`config.mk`:
```
export PLATFORM = sky130hd
export DESIGN_NAME = dmem_lsu
export DESIGN_NICKNAME = d
export VERILOG_FILES = /design/src/rtl/dmem_lsu_pkg.sv /design/src/rtl/dmem_lsu_align.sv /design/src/rtl/dmem_lsu.sv
export SDC_FILE = /design/constraint.sdc
export NUM_CORES = 1
export LEC_CHECK = 0
export CORE_UTILIZATION = 40
export DETAILED_ROUTE_END_ITERATION = 8
export GPL_TIMING_DRIVEN = 0
export PLACE_DENSITY = 0.78
export SKIP_LAST_GASP = 1
export SYNTH_ARGS = -nofsm -noshare
export SYNTH_HDL_FRONTEND = slang
export SYNTH_SLANG_ARGS = --single-unit
```
`constraint.sdc`:
```
create_clock -name clk -period 2.1 [get_ports clk]
set_input_delay 0.525 -clock clk [delete_from_list [all_inputs] [get_ports clk]]
set_output_delay 0.525 -clock clk [all_outputs]
set_load 0.02 [all_outputs]
```
`src/rtl/dmem_lsu_pkg.sv`:
```
// dmem_lsu_pkg: size encodings, FSM states and the alignment check shared by the LSU.
package dmem_lsu_pkg;
  localparam logic [1:0] SZ_B = 2'd0;
  localparam logic [1:0] SZ_H = 2'd1;
  localparam logic [1:0] SZ_W = 2'd2;
  typedef enum logic [1:0] {S_IDLE, S_RD, S_WR, S_RESP} state_t;
  function automatic logic misaligned(input logic [1:0] sz, input logic [1:0] lane);
    return (sz == SZ_H && lane[0]) || (sz == SZ_W && lane != 2'd0) || sz == 2'd3;
  endfunction
endpackage

```
`src/rtl/dmem_lsu_align.sv`:
```
// dmem_lsu_align: load lane extract/extend and store lane merge, purely combinational.
module dmem_lsu_align
  import dmem_lsu_pkg::*;
(
  input  logic [31:0] i_rdata,
  input  logic [31:0] i_wdata,
  input  logic [1:0]  i_lane,
  input  logic [1:0]  i_size,
  input  logic        i_unsigned,
  output logic [31:0] o_ldata,
  output logic [31:0] o_mdata
);
  logic [4:0]  w_bsh;
  logic [4:0]  w_hsh;
  logic [7:0]  w_byte;
  logic [15:0] w_half;
  logic [31:0] w_bmask;
  logic [31:0] w_hmask;
  always_comb begin
    w_bsh   = {i_lane, 3'b000};
    w_hsh   = {i_lane[1], 4'b0000};
    w_byte  = 8'(i_rdata >> w_bsh);
    w_half  = 16'(i_rdata >> w_hsh);
    w_bmask = 32'h0000_00ff << w_bsh;
    w_hmask = 32'h0000_ffff << w_hsh;
    o_ldata = i_size == SZ_B ? {{24{~i_unsigned & w_byte[7]}}, w_byte} :
              i_size == SZ_H ? {{16{~i_unsigned & w_half[15]}}, w_half} : i_rdata;
    // sub-word stores keep the untouched lanes of the word read in RD
    o_mdata = i_size == SZ_B ? (i_rdata & ~w_bmask) | ({24'd0, i_wdata[7:0]} << w_bsh) :
              i_size == SZ_H ? (i_rdata & ~w_hmask) | ({16'd0, i_wdata[15:0]} << w_hsh) : i_wdata;
  end
endmodule

```
`src/rtl/dmem_lsu.sv`:
```
// dmem_lsu: single-request load/store unit with sub-word read-modify-write stores.
module dmem_lsu
  import dmem_lsu_pkg::*;
#(
  parameter int ADDR_W = 8
) (
  input  logic              clk,
  input  logic              rst_n,
  input  logic              req_valid,
  output logic              req_ready,
  input  logic              req_store,
  input  logic [1:0]        req_size,
  input  logic              req_unsigned,
  input  logic [ADDR_W+1:0] req_addr,
  input  logic [31:0]       req_wdata,
  output logic              resp_valid,
  output logic [31:0]       resp_rdata,
  output logic              resp_err,
  output logic              mem_read,
  output logic              mem_write,
  output logic [ADDR_W-1:0] mem_addr,
  output logic [31:0]       mem_wdata,
  input  logic [31:0]       mem_rdata
);
  state_t              r_state;
  logic                r_store;
  logic [1:0]          r_size;
  logic                r_unsigned;
  logic [ADDR_W+1:0]   r_addr;
  logic [31:0]         r_wdata;
  logic                r_mem_read;
  logic                r_mem_write;
  logic                r_resp_valid;
  logic                r_resp_err;
  logic                w_err;
  logic [31:0]         w_ldata;
  logic [31:0]         w_mdata;
  assign w_err = misaligned(req_size, req_addr[1:0]);
  always_ff @(posedge clk or negedge rst_n) begin
    if (!rst_n) begin
      r_state      <= S_IDLE;
      r_store      <= 1'b0;
      r_size       <= SZ_B;
      r_unsigned   <= 1'b0;
      r_addr       <= '0;
      r_wdata      <= '0;
      r_mem_read   <= 1'b0;
      r_mem_write  <= 1'b0;
      r_resp_valid <= 1'b0;
      r_resp_err   <= 1'b0;
    end else begin
      case (r_state)
        S_IDLE: if (req_valid) begin
          r_store      <= req_store;
          r_size       <= req_size;
          r_unsigned   <= req_unsigned;
          r_addr       <= req_addr;
          r_wdata      <= req_wdata;
          r_state      <= w_err ? S_RESP : (req_store && req_size == SZ_W) ? S_WR : S_RD;
          r_mem_read   <= !w_err && !(req_store && req_size == SZ_W);
          r_mem_write  <= !w_err && req_store && req_size == SZ_W;
          r_resp_valid <= w_err;
          r_resp_err   <= w_err;
        end
        S_RD: begin
          r_state      <= r_store ? S_WR : S_RESP;
          r_mem_read   <= 1'b0;
          r_mem_write  <= r_store;
          r_resp_valid <= !r_store;
        end
        S_WR: begin
          r_state      <= S_RESP;
          r_mem_write  <= 1'b0;
          r_resp_valid <= 1'b1;
        end
        default: begin
          r_state      <= S_IDLE;
          r_resp_valid <= 1'b0;
          r_resp_err   <= 1'b0;
        end
      endcase
    end
  end
  dmem_lsu_align u_align (
    .i_rdata    (mem_rdata),
    .i_wdata    (r_wdata),
    .i_lane     (r_addr[1:0]),
    .i_size     (r_size),
    .i_unsigned (r_unsigned),
    .o_ldata    (w_ldata),
    .o_mdata    (w_mdata)
  );
  assign req_ready  = r_state == S_IDLE;
  assign resp_valid = r_resp_valid;
  assign resp_err   = r_resp_err;
  assign resp_rdata = (r_resp_valid && !r_store && !r_resp_err) ? w_ldata : 32'd0;
  assign mem_read   = r_mem_read;
  assign mem_write  = r_mem_write;
  assign mem_addr   = r_addr[ADDR_W+1:2];
  assign mem_wdata  = r_mem_write ? w_mdata : 32'd0;
endmodule
```
Word level (Yosys, flattened, before mapping)
Cells that the tools add are included.
- register bits: 52
- input bits: 81
- output and inout bits: 77
- logic and storage cells: 75
- equality and inequality tests: 7
- shift-type cells: 6
- muxes and demuxes: 18
- bitwise operators: 10
- reductions and logical operators: 24
- operators with widths (operator ; number):
    $mux 32 ; 6
    $and 32x32->32 ; 2
    $not 32->32 ; 2
    $or 32x32->32 ; 2
    $shl 16x5->32 ; 1
    $shl 16x5->32 const A ; 1
    $shl 8x5->32 ; 1
    $shl 8x5->32 const A ; 1
    $shr 32x5->16 ; 1
    $shr 32x5->8 ; 1
    $logic_and 1x1->1 ; 8
    $reduce_and 2->1 ; 4
    $eq 2x1->1 const B ; 3
    $eq 2x2->1 const B ; 3
    $mux 2 ; 3
    $pmux 1 s3 ; 2
    $pmux 2 s3 ; 1
    $logic_not 1->1 ; 4
    $logic_not 2->1 ; 2
    $mux 1 ; 4
    $pmux 1 s2 ; 2
    $reduce_bool 2->1 ; 2
    $reduce_bool 3->1 ; 1
    $and 1x1->1 ; 2
    4 further kinds ; 6

Longest topological paths before layout
- depth in word-level cells: 9
- depth in mapped cells: 7
- mapped depth without buffers: 6

Cells and area by module
A second synthesis with hierarchy kept.
- cell total of the unflattened synthesis: 474
- area total of the unflattened synthesis: 4311.6 um^2
- modules (own cells, without submodules) (module ; instances ; cells each ; area an instance (um^2) ; sequential area each (um^2)):
    dmem_lsu ; 1 ; 221 ; 2663.8 ; 1301.2
    dmem_lsu_align ; 1 ; 253 ; 1647.8 ; 0.0

Worst setup path before layout
Ideal clock, no wire load.
- path type: register to output
- start point: register r_resp_err (netlist: resp_err)
- end point: output resp_rdata[10]
- arrival time: 1.917 ns
- required time: 1.575 ns
- setup slack: -0.342 ns
- stages on the path, launching flop included: 6
- path buffers: 1
- cell sequence: dfrtp_1 > or3b_1 > buf_2 > a221oi_4 > nand2_2 > a221oi_1
- cells in the longest elaborated chain, start to end: 3
- ends and longest elaborated chain (item ; line ; RTL):
    start: declaration ; dmem_lsu.sv:34 ; logic r_resp_err;
    start signal: assignment ; dmem_lsu.sv:63 ; r_resp_err <= w_err;
    $logic_not 1->1 ; dmem_lsu.sv:96 ; assign resp_rdata = (r_resp_valid && !r_store && !r_resp_err) ? w_ldata : 32'd0;
    $logic_and 1x1->1 ; dmem_lsu.sv:96 ;
    $mux 32 ; dmem_lsu.sv:96 ;
    end: declaration ; dmem_lsu.sv:17 ; output logic [31:0] resp_rdata,
No other way between the ends.

Worst setup path after layout
- start point: register r_addr[0]
- end point: output resp_rdata[11]
- cells in the longest elaborated chain, start to end: 4
- ends and longest elaborated chain (item ; line ; RTL):
    start: declaration ; dmem_lsu.sv:29 ; logic [ADDR_W+1:0] r_addr;
    start signal: assignment ; dmem_lsu.sv:57 ; r_addr <= req_addr;
    $shr 32x5->8 ; dmem_lsu_align.sv:22 ; w_byte = 8'(i_rdata >> w_bsh);
    $and 1x1->1 ; dmem_lsu_align.sv:26 ; o_ldata = i_size == SZ_B ? {{24{~i_unsigned & w_byte[7]}}, w_byte} :
    $mux 32 ; dmem_lsu_align.sv:26 ;
    $mux 32 ; dmem_lsu.sv:96 ;
No other way between the ends.

==> summary.md <==
| Metric | Value |
|---|---|
| Reg power frac | `17.6%` |
| Worst hold path class | `primary input to asynchronous set/reset pin` |
| Internal power | `6.511 mW` |
| Count of cell types in the netlist | `45` |
| Worst slew margin relative to its limit | `61.42%` |
| Total Power | `12.05 mW` |
| Main flop type after synthesis | `dfrtp_1` |
| Final Max Tran Viols | `0` |
| Post-synth top area share | `34.00%` |
| Gate power share | `75.4%` |
| Compound-Gate Fraction of Synth Area | `25.37%` |
| Syn avg cell area | `9.427 um^2` |
| Crit. End Element | `primary output` |
| Cts hold-fix bufs | `0` |
| Fmax | `361.7 MHz` |
| Final Critical Period | `2764 ps` |
| Mux share of post-synthesis cell area | `20.59%` |
| Worst hold margin | `138.3 ps` |
| First-pass GRT wire length | `24430 um` |
| Post-detail-place hpwl | `10530 um` |
| Via density | `6.304` |
| Die X | `99.82 um` |
| Synth-to-Final Area Change | `84.31%` |
| Final WS setup | `-664.4 ps` |
| Core Box Area | `9240 um^2` |
| DRC viols | `0` |
| Clock power share | `6.9%` |
| Synth Cell Area | `3827 um^2` |
| MaxCap Viol Count | `0` |
| Simple-gate share of the synthesized area | `9.709%` |
| Post-DP Area | `5817 um^2` |
| Die Y-Extent | `99.82 um` |
| WP data required | `1570 ps` |
| Gate count of the mapped netlist | `406` |
| Die ar. | `9964 um^2` |
| DRC marker count from the first detailed-route iteration | `527` |
| Number of global-route vias before repair | `4558` |
| Sequential share of the synthesized area | `34.00%` |
| Post-Layout Cell Count | `759` |
| Routed Antenna Nets | `0` |
| Fin area | `7054 um^2` |
| Final-report setup violation count | `64` |
| Gr usage total | `32.14%` |
| Sw Share | `45.95%` |
| Initial antenna violation count | `0` |
| Worst-margin pin slew | `578.7 ps` |
| Maximum vdd drop | `0.0008997 V` |
| Hold Vio Cnt, Final | `0` |
| Final net count | `715` |
| Gpl congestion | `0.9113` |
| Period utilization | `131.6%` |
| Max Root-Sink Buffers | `2` |
| First-pass DRT Iterations | `7` |
| Critical path arrival | `2240 ps` |
| Post-synth EDFFs | `0` |
| Syn_nets | `492` |
| Setup TNS | `-30750 ps` |
| Largest net degree at the start of global routing | `37` |
| Ant. Diodes | `0` |
| Critical Path Start Type | `register` |
| RSZ-0062 raised after global routing | `true` |
| Ys Warns | `0` |
| Synth Register Bits | `52` |
| Top post-synthesis cells by area | `dfrtp_1, mux2_2, mux2i_1` |
| Share of cells above drive strength 1 | `49.21%` |
| Failing checks | `negative setup slack` |
| Largest family of logic cells by synthesized area | `compound AO/OA/AOI/OAI gates` |
| Synth Area in XOR/XNOR | `0%` |
| Grt ovf | `0` |
| Status | `complete, but fails checks` |
| Worst clock skew | `7.000 ps` |
| Critical path class | `register to primary output` |
| Switching power | `5.536 mW` |
| TritonCTS clock tree | `built` |
| CTS clock-pin slew for the worst setup and hold paths | `100 ps` |
| Total wire length | `18240 um` |
| Clk_lat worst skew | `310 ps` |
| H-tree levels | `2` |
| CTS Sinks | `52` |
| Inst Count DP | `693` |
| CP Max Fanout | `10` |
| Cell Rows | `35` |
| PortBufs | `157` |
| Area leader, netlist | `dfrtp_1` |
| Post-synth ARST share | `100.0%` |
| Leakage | `3.131 nW` |
| Post-Synth Adder-Cell Area | `1.635%` |
| Initial Util | `41.42%` |
| Vias | `4785` |
| Wire per inst | `24.03 um` |
| Clock tree root driver cell | `clkbuf_8` |
| Layout fillers | `569` |
| Total CTS buffers | `5` |
| Power Density | `1708 nW/um^2` |
| Ports | `158` |
state kept, by name, indices dropped and copies added, names as in the netlist:
signal      cells
mem_write       1
mem_read        1
r_store         1
r_size          2
resp_err        1
r_addr         10
r_unsigned      1
r_wdata        32
resp_valid      1
r_state         2
synthesized netlist by cell type, types with 2 or more instances:
| cell | count |
|---|---|
| nor2b_1 | 13 |
| nor2_1 | 14 |
| o211ai_1 | 10 |
| nand2_1 | 23 |
| and3_1 | 8 |
| dfrtp_1 | 52 |
| a21oi_1 | 20 |
| nand4_1 | 2 |
| buf_4 | 8 |
| a32oi_1 | 8 |
| nand2b_1 | 3 |
| a22oi_1 | 8 |
| a32o_1 | 7 |
| mux2i_1 | 18 |
| a221oi_1 | 8 |
| ha_1 | 5 |
| a222oi_1 | 7 |
| o21ai_0 | 19 |
| buf_1 | 9 |
| o22ai_1 | 9 |
| a21boi_0 | 8 |
| mux2_2 | 54 |
| nor4_1 | 2 |
| inv_1 | 33 |
| clkbuf_1 | 13 |
| buf_2 | 11 |
| a211o_1 | 7 |
| a21oi_2 | 10 |
cell families after synthesis:
kind of cell / count (synthesis)
AO/OA/AOI/OAI: 129
adder cells (fa/ha/maj): 5
buffers and inverters: 75
flip-flops: 52
multiplexers: 72
AND/OR/NAND/NOR: 73
power groups by stage:
stage / clock [mW] / combinational, mW / sequential (mW)
after floorplan: 0 / 4.11 / 1.86
after detailed placement: 0 / 6.31 / 1.99
final: 0.834 / 9.09 / 2.13
after CTS: 0.829 / 7.57 / 2.00
after global routing: 0.878 / 9.42 / 2.15
after global placement: 0 / 6.16 / 1.97
per-layer routing:
| layer | track usage (%) | up-vias | share of wire [%] |
|---|---|---|---|
| met5 | 0 | - | 0 |
| met4 | 15.72 | 0 | 6.6 |
| met3 | 6.128 | 104 | 9.9 |
| met2 | 54.80 | 438 | 46 |
| met1 | 38.94 | 2293 | 37 |
| li1 | - | 1950 | - |
cells in the final DEF, fill, tap and decap left out, types with 9 or more instances in the layout:
| cell type | count |
|---|---|
| buf_4 | 68 |
| mux2_2 | 46 |
| mux2i_1 | 12 |
| nor2b_1 | 10 |
| o211ai_1 | 10 |
| o22ai_1 | 9 |
| a221oi_4 | 10 |
| clkdlybuf4s50_1 | 87 |
| nor2_1 | 12 |
| dfrtp_1 | 48 |
| nand2_1 | 18 |
| a21oi_1 | 10 |
| o21ai_0 | 14 |
| buf_6 | 66 |
| a21oi_4 | 12 |
| inv_1 | 31 |
worst paths after layout:
kind                             start              to  slack [ps]  cells past startpoint
max                          r_addr[0]  resp_rdata[11]        -660                      8
min                              rst_n      r_wdata[8]         140                      1
max reg2reg                 r_state[1]      r_unsigned         180                      5
min reg2reg                r_wdata[23]     r_wdata[23]         510                      1
max in group asynchronous        rst_n        resp_err        1410                      2
min in group clk           r_wdata[23]     r_wdata[23]         510                      1
stage by stage:
step | util, % | worst slack, ps
after floorplan | - | -166.8
after CTS | 70.67 | -614.8
after detailed placement | 62.95 | -1321
after global routing | 76.34 | -739.1
after global placement | 62.79 | -1330
final | 76.34 | -664.4
what timing repair did:
| action | in CTS | in global routing |
|---|---|---|
| gates cloned | 3 | 0 |
| setup buffers | 34 | 31 |
| resized for setup | 431 | 106 |
| setup endpoints to repair | 78 | 95 |
| pin swaps | 40 | 44 |
critical path: stages (launching register included):
cell	delay [ps]
dfrtp_1	460
clkbuf_8	230
nor3_2	70
a221oi_4	320
buf_4	180
nand2_4	90
buf_12	160
a221oi_4	240
buf_6	170
layout make-up:
cell class,instances,area [um^2],area share [%]
Tap cell,129,161.4,2.288
Inverter,33,123.9,1.756
Clock inverter,2,60.06,0.8514
Sequential cell,52,1306,18.52
Timing Repair Buffer,221,2190,31.04
Clock buffer,6,72.57,1.029
Multi-Input combinational cell,279,2798,39.66
Buffer,37,342.8,4.860
Note: power is estimated with default switching activity, not from simulation.
